===== config.mk =====
export PLATFORM = sky130hd
export DESIGN_NAME = seg7_scan_display_flat
export DESIGN_NICKNAME = d
export VERILOG_FILES = /design/src/rtl/seg7_scan_display_if.sv /design/src/rtl/seg7_scan_display.sv /design/src/flat_wrapper.sv
export SDC_FILE = /design/constraint.sdc
export NUM_CORES = 1
export LEC_CHECK = 0
export BUFFER_PORTS_ARGS = -buffer_cell sky130_fd_sc_hd__clkbuf_2
export CAP_MARGIN = 25
export CORE_MARGIN = 3
export CORE_UTILIZATION = 45
export CTS_CLUSTER_DIAMETER = 30
export DETAILED_ROUTE_END_ITERATION = 12
export PLACE_DENSITY = 0.76
export RECOVER_POWER = 100
export SLEW_MARGIN = 30
export SYNTH_ARGS = -nofsm -noshare
export SYNTH_HDL_FRONTEND = slang
export SYNTH_SLANG_ARGS = --single-unit
export TNS_END_PERCENT = 20

===== constraint.sdc =====
create_clock -name clk_i -period 3.3 [get_ports clk_i]
set_input_delay 0.165 -clock clk_i [delete_from_list [all_inputs] [get_ports clk_i]]
set_output_delay 0.165 -clock clk_i [all_outputs]
set_load 0.005 [all_outputs]

===== src/rtl/seg7_scan_display_if.sv =====
// Data-memory write bus as seen by the LED snooper: address, write enable and write data.
// The CPU side drives it; the display side only listens.
interface seg7_scan_display_if;
   logic [31:0] addr;
   logic        wen;
   logic [31:0] datain;

   modport master (output addr, output wen, output datain);
   modport slave  (input addr, input wen, input datain);
endinterface


===== src/rtl/seg7_scan_display.sv =====
// Snoops writes to the LED register and scans the shadowed 32-bit value as eight hex
// digits onto a common-anode 7-segment board, with dead time and optional zero blanking.
module seg7_scan_display #(
   parameter int unsigned SCAN_DIV    = 50000,
   parameter int unsigned DEAD_CYCLES = 1000,
   parameter logic [31:0] DATA_ADDR   = 32'hFFFF_F000,
   parameter logic [31:0] CTRL_ADDR   = 32'hFFFF_F004
) (
   input  logic               clk_i,
   input  logic               rst_i,
   seg7_scan_display_if.slave bus,
   output logic [7:0]         led_en,
   output logic [6:0]         led_seg,
   output logic               led_dp
);

   localparam int unsigned    CntW    = $clog2(SCAN_DIV);
   localparam logic [CntW-1:0] CntMax = CntW'(SCAN_DIV - 1);
   // DEAD_CYCLES < SCAN_DIV <= 2**CntW, so it always fits in CntW bits.
   localparam logic [CntW:0]  DeadLim = {1'b0, CntW'(DEAD_CYCLES)};

   logic [31:0]     shadow_q, shadow_d;
   logic            lzb_q, lzb_d;
   logic [CntW-1:0] pcnt_q, pcnt_d;
   logic [2:0]      idx_q, idx_d;
   logic [7:0]      led_en_q, led_en_d;
   logic [6:0]      led_seg_q, led_seg_d;

   logic [2:0]      hi_nz;
   logic [3:0]      nibble;
   logic            dark;
   logic            suppress;

   function automatic logic [6:0] hex_glyph(input logic [3:0] n);
      logic [6:0] g;
      unique case (n)
         4'h0: g = 7'h40;
         4'h1: g = 7'h79;
         4'h2: g = 7'h24;
         4'h3: g = 7'h30;
         4'h4: g = 7'h19;
         4'h5: g = 7'h12;
         4'h6: g = 7'h02;
         4'h7: g = 7'h78;
         4'h8: g = 7'h00;
         4'h9: g = 7'h10;
         4'hA: g = 7'h08;
         4'hB: g = 7'h03;
         4'hC: g = 7'h46;
         4'hD: g = 7'h21;
         4'hE: g = 7'h06;
         4'hF: g = 7'h0E;
      endcase
      return g;
   endfunction

   always_comb begin
      shadow_d = shadow_q;
      lzb_d    = lzb_q;
      if (bus.wen && (bus.addr == DATA_ADDR)) begin
         shadow_d = bus.datain;
      end
      if (bus.wen && (bus.addr == CTRL_ADDR)) begin
         lzb_d = bus.datain[0];
      end
   end

   always_comb begin
      pcnt_d = pcnt_q + CntW'(1);
      idx_d  = idx_q;
      if (pcnt_q == CntMax) begin
         pcnt_d = '0;
         idx_d  = idx_q + 3'd1;
      end
   end

   // Index of the highest nonzero nibble; an all-zero value reports digit 0.
   always_comb begin
      hi_nz = 3'd0;
      for (int i = 1; i < 8; i++) begin
         if (shadow_q[4*i +: 4] != 4'h0) begin
            hi_nz = 3'(i);
         end
      end
   end

   assign nibble   = shadow_q[{idx_q, 2'b00} +: 4];
   // pcnt < DEAD_CYCLES, written so a zero dead time does not compare against a constant 0.
   assign dark     = (({1'b0, pcnt_q} + (CntW + 1)'(1)) <= DeadLim);
   assign suppress = lzb_q && (idx_q > hi_nz);

   always_comb begin
      led_en_d  = 8'hFF;
      led_seg_d = 7'h7F;
      if (!dark && !suppress) begin
         led_en_d  = ~(8'h01 << idx_q);
         led_seg_d = hex_glyph(nibble);
      end
   end

   always_ff @(posedge clk_i) begin
      if (rst_i) begin
         shadow_q  <= '0;
         lzb_q     <= 1'b0;
         pcnt_q    <= '0;
         idx_q     <= 3'd0;
         led_en_q  <= 8'hFF;
         led_seg_q <= 7'h7F;
      end else begin
         shadow_q  <= shadow_d;
         lzb_q     <= lzb_d;
         pcnt_q    <= pcnt_d;
         idx_q     <= idx_d;
         led_en_q  <= led_en_d;
         led_seg_q <= led_seg_d;
      end
   end

   assign led_en  = led_en_q;
   assign led_seg = led_seg_q;
   assign led_dp  = 1'b1;

endmodule


===== src/flat_wrapper.sv =====
// flat-port wrapper written by rule: the top's interface ports become plain ports
module seg7_scan_display_flat 
#(
   parameter int unsigned SCAN_DIV    = 50000,
   parameter int unsigned DEAD_CYCLES = 1000,
   parameter logic [31:0] DATA_ADDR   = 32'hFFFF_F000,
   parameter logic [31:0] CTRL_ADDR   = 32'hFFFF_F004
)
  (clk_i, rst_i, led_en, led_seg, led_dp, bus_addr, bus_wen, bus_datain);
  seg7_scan_display_if bus_i ();
  input  logic clk_i;
  input  logic rst_i;
  output logic [7:0] led_en;
  output logic [6:0] led_seg;
  output logic led_dp;
  input wire logic [$bits(bus_i.addr)-1:0] bus_addr;
  input wire logic [$bits(bus_i.wen)-1:0] bus_wen;
  input wire logic [$bits(bus_i.datain)-1:0] bus_datain;
  assign bus_i.addr = bus_addr;
  assign bus_i.wen = bus_wen;
  assign bus_i.datain = bus_datain;
  seg7_scan_display #(.SCAN_DIV(SCAN_DIV), .DEAD_CYCLES(DEAD_CYCLES), .DATA_ADDR(DATA_ADDR), .CTRL_ADDR(CTRL_ADDR)) u_core (.clk_i(clk_i), .rst_i(rst_i), .bus(bus_i), .led_en(led_en), .led_seg(led_seg), .led_dp(led_dp));
endmodule

==> results list <==
- Result of the run: finished, violations left
* Failing checks: capacitance limit, slew limit
- The worst hold path terminates at u_core.shadow_q[13]$_SDFFE_PP0P_.
- After detailed routing, the wire length on met1 is 3.35 mm.
- The analysis attributes to net switching a power of 323 uW.
- Number of buffers on the longest clock path: 2
* Average routed wire per standard cell: 14.1 um
- The worst register-to-register path ends at u_core.led_seg[2]$_SDFF_PP1_.
* Count of buffers from port buffering: 81
- The cell area that synthesis handed to floorplanning was 3360 um2.
- The HPWL after detailed placement is 5.44 mm.
- Critical path fanouts, max: 15
- Combined flip-flop and latch cell area: 1340 um2
- Area occupied by multi-input gates: 1860 um2
- Latest clock arrival within the worst-skew pair: 0.34 ns
- Avg Inst Size Synth: 9.86 um2
- The number of hold-slack violations in the final timing report came to 0.
* Internal power summed over all cells: 1.23 mW
- The H-tree was split into 3 levels.
- The number of global-route vias before repair came to 2606.
- Per report_power, the combinational group accounts for 4.1% of the total.
- TritonCTS created 9 clock buffers.
- Die H: 92.4 um
- The detail route stage leaves a number of antenna-violating nets equal to 0.
- Nature of the critical path endpoint: flip-flop
- Net total in the final layout: 502
- After detailed routing, the number of vias per cell comes to 5.27.
- The initialized floorplan defines 30 standard-cell rows.
- Number of top-level design ports: 83
- At the placement stage, the worst setup path has a slack of 0.604 ns.
* Post-Route Setup TNS: 0 ns
- The region available for standard cell placement spans 7020 um2.
- Synthesized instance count: 341
- Ranking of synthesized cells by area: dfxtp_1, mux2i_1, nor2_1, ha_1, mux4_1
- Share of layout cells above drive strength 1: 25.1%
- Number of gates resized after CTS: 0
- Net switching is 20.8% of the power.
* Max-slew violations: 33
- The clock network is responsible for 43.3% of the overall power.
- The routed design uses 387 um of met3 wire.
* Total power after layout: 1.55 mW
- Clock sink count: 67
* Maximum number of pins on one net before global-route repair: 40
- Number of fill cells: 628
- Count of hold-fix buffers inserted at cts: 0
- Headroom to the max-slew limit: -28.5%
* Worst setup skew after layout: 0.00630 ns
- Global routing usage summed across all routing layers: 17.6%
- Number of violations reported at the end of detailed-routing iteration 0: 178
- Final antenna diode count: 0
- After detailed routing, the total wire length is 7.31 mm.
- Counting every net in the synthesized netlist gives 425.
* Largest vdd supply drop: 248 uV
- Endpoints failing setup: 0
* Hold wc startpoint: bus_datain[13]
- Register area share after synthesis: 39.9%
* # DRC: 0
- STA classifies the critical path startpoint as a flip-flop.
- The initial utilization of the core area, before any placement, comes to 47.9%.
- The routed design uses 3.46 mm of met2 wire.
- Worst reg2reg path startpoint: u_core.shadow_q[20]$_SDFFE_PP0P_
* Critical path class: flip-flop to flip-flop
- The total overflow left after global routing is 0.
- For this design, the slowest cell found on the critical path is or4_1.
- Worst hold path depth: 3
- The worst path uses 82.1% of the clock period.
- Across the run, the number of max-cap violations was 1.
- In this run the power density over the cells is 392 nW/um2.
* Number of warnings printed during yosys synthesis: 0
- Clock Pin Slew Worst Setup and Hold Paths: 0.07 ns
* Fmax achieved: 369 MHz
- Worst-case setup margin in the final layout: 0.590 ns
- Synth-to-layout area growth: 18.0%
- Family with the most delay on the worst path: simple AND/OR/NAND/NOR gates
* Post-route cell area: 3970 um2
- Slack of the worst reg-to-reg path: 0.59 ns
- Summed over all instances, the cell type with the most area after synthesis is dfxtp_1.
- Transition time at the pin with the least slew margin: 1.93 ns
- Across all layers, the routed design uses 2730 vias.
- The number of buffers and inverters on the critical path is 0.
- Overall die width: 92.4 um
* Cell seen most often among critical-path stages: nand2b_1
- CTS tree: built
* Required time reported for the critical path endpoint: 3.50 ns
- The analysis attributes to cell leakage a power of 1.90 nW.
* Total Die Area: 8540 um2
- Postcts setup bufs: 0
* Count of cells along the worst register-to-register path: 11
- Worst path arrival time: 2.91 ns
* Slowest cell delay on critical path: 0.54 ns
- Counting flops with an async set or reset pin after synthesis yields a share of 0%.
- CTS Root Buffer Type: clkbuf_8
* Wire length of the first global-routing pass: 11.9 mm
- Post-synthesis register bit count: 67
- Top cell type's share of synthesized area: 39.9%
* Smallest hold slack: 0.0466 ns
- The placed instances occupy a cell area of 3800 um2.
* Antenna violations before repair: 0
- Highest Signal Layer: met4
- Count of cell instances traversed by the critical path: 11
- The signal on the critical path passes through or4_1 -> nand2b_1 -> a21oi_1 -> nor2_1 -> ha_1 -> nor2b_1 -> o21ai_0 -> nand2b_1 -> a31oi_1 -> o31a_2 -> o311ai_0.
* Placer's final routability congestion estimate: 0.809
- The tightest min-delay check is of the input pin to flip-flop type.
- For this run, the detailed router's first-pass iteration total came to 4.
- Setup repair after global routing left no endpoint under its margin.
- Main flop type after synthesis: dfxtp_1
- Sequential share of power: 52.5%
- After synthesis, the netlist uses 51 different library cells.
- The clock period could shrink to 2.71 ns.
* Number of enable flip-flop cells after synthesis: 0
==> worst reg2reg max path, cell delays in order, from the launching register on <==
cell and delay [ns]:
dfxtp_1 0.33, or4_1 0.54, nand2b_1 0.18, a21oi_1 0.14
nor2_1 0.06, ha_1 0.28, nor2b_1 0.13, o21ai_0 0.13
nand2b_1 0.07, a31oi_1 0.17, o31a_2 0.36, o311ai_0 0.18
==> synth_stat cells (5+ instances only) <==
cell / number
nand4_1: 9
xor2_1: 5
nor4_1: 11
xnor2_1: 12
a21oi_1: 7
nand2_1: 19
inv_1: 9
clkbuf_1: 6
mux2i_1: 37
mux4_1: 6
nand3_1: 13
dfxtp_1: 67
nor2_1: 62
ha_1: 17
==> metrics by stage <==
stage | util, % | std cells
after floorplan | - | 341
after CTS | 56.8 | 518
after global routing | 56.5 | 518
after global placement | 54.1 | 503
after detailed placement | 54.1 | 503
final | 56.5 | 518
==> cells by family (layout without fill, tap and decap cells) <==
group | Yosys count | count (layout) | share of synthesized area (%)
multiplexers | 48 | 48 | 18.5
flip-flops | 67 | 67 | 39.9
XOR/XNOR | 17 | 17 | 4.43
buffers and inverters | 26 | 107 | 4.21
other | 1 | 1 | 0.112
AND/OR/NAND/NOR | 140 | 140 | 21.3
adder cells (fa/ha/maj) | 17 | 17 | 6.33
AO/OA/AOI/OAI | 25 | 25 | 5.21
==> power groups by stage <==
stage / logic [mW] / clock network (mW) / registers, mW
6_report: 0.0642 / 0.674 / 0.817
5_1_grt: 0.0709 / 0.721 / 0.817
4_1_cts: 0.0655 / 0.688 / 0.817
3_5_place_dp: 0.0651 / 0 / 0.835
3_3_place_gp: 0.0631 / 0 / 0.835
2_1_floorplan: 0.0225 / 0 / 0.834
==> flip-flops by register name, indices dropped and copies added, names as in the netlist <==
signal,flops
u_core.pcnt_q,16
u_core.led_en,8
u_core.idx_q,3
u_core.lzb_q,1
u_core.led_seg,7
u_core.shadow_q,32
==> layout by cell type (no fill, tap or decap), drive strengths merged, types with 3 or more instances in the layout <==
cell | synthesis | routed
inv | 9 | 9
ha | 17 | 17
nor2 | 62 | 62
nand2 | 19 | 19
xnor2 | 12 | 12
nor2b | 3 | 3
o221ai | 4 | 4
nand2b | 4 | 4
mux4 | 8 | 8
nor3 | 4 | 4
clkbuf | 7 | 95
xor2 | 5 | 5
nand3 | 15 | 15
dfxtp | 67 | 67
a21oi | 7 | 7
nand4 | 11 | 11
nor4 | 13 | 13
mux2i | 39 | 39
o21ai | 4 | 4
==> metal layers <==
metal  global-route usage, %  vias up
met3                    5.61       11
li1                        -     1361
met5                       0        -
met2                    28.8       69
met1                    21.8     1289
met4                    6.31        0
==> worst max-delay path by stage <==
| stage | startpoint | end |
|---|---|---|
| 2_1_floorplan | u_core.shadow_q[20]$_SDFFE_PP0P_ | u_core.led_en[5]$_SDFF_PP1_ |
| 3_3_place_gp | u_core.shadow_q[20]$_SDFFE_PP0P_ | u_core.led_seg[2]$_SDFF_PP1_ |
| 3_5_place_dp | u_core.shadow_q[20]$_SDFFE_PP0P_ | u_core.led_seg[2]$_SDFF_PP1_ |
| 4_1_cts | u_core.shadow_q[20]$_SDFFE_PP0P_ | u_core.led_seg[2]$_SDFF_PP1_ |
| 5_1_grt | u_core.pcnt_q[0]$_SDFF_PP0_ | u_core.pcnt_q[3]$_SDFF_PP0_ |
| 6_report | u_core.shadow_q[20]$_SDFFE_PP0P_ | u_core.led_seg[2]$_SDFF_PP1_ |
==> layout make-up <==
class,count,area share (%)
Multi-Input combinational cell,248,46.9
Inverter,9,0.852
Sequential cell,67,33.8
Timing Repair Buffer,83,10.5
Clock buffer,13,4.01
Tap cell,96,3.03
Clock inverter,2,0.883
(Power assumes the default switching activity.)
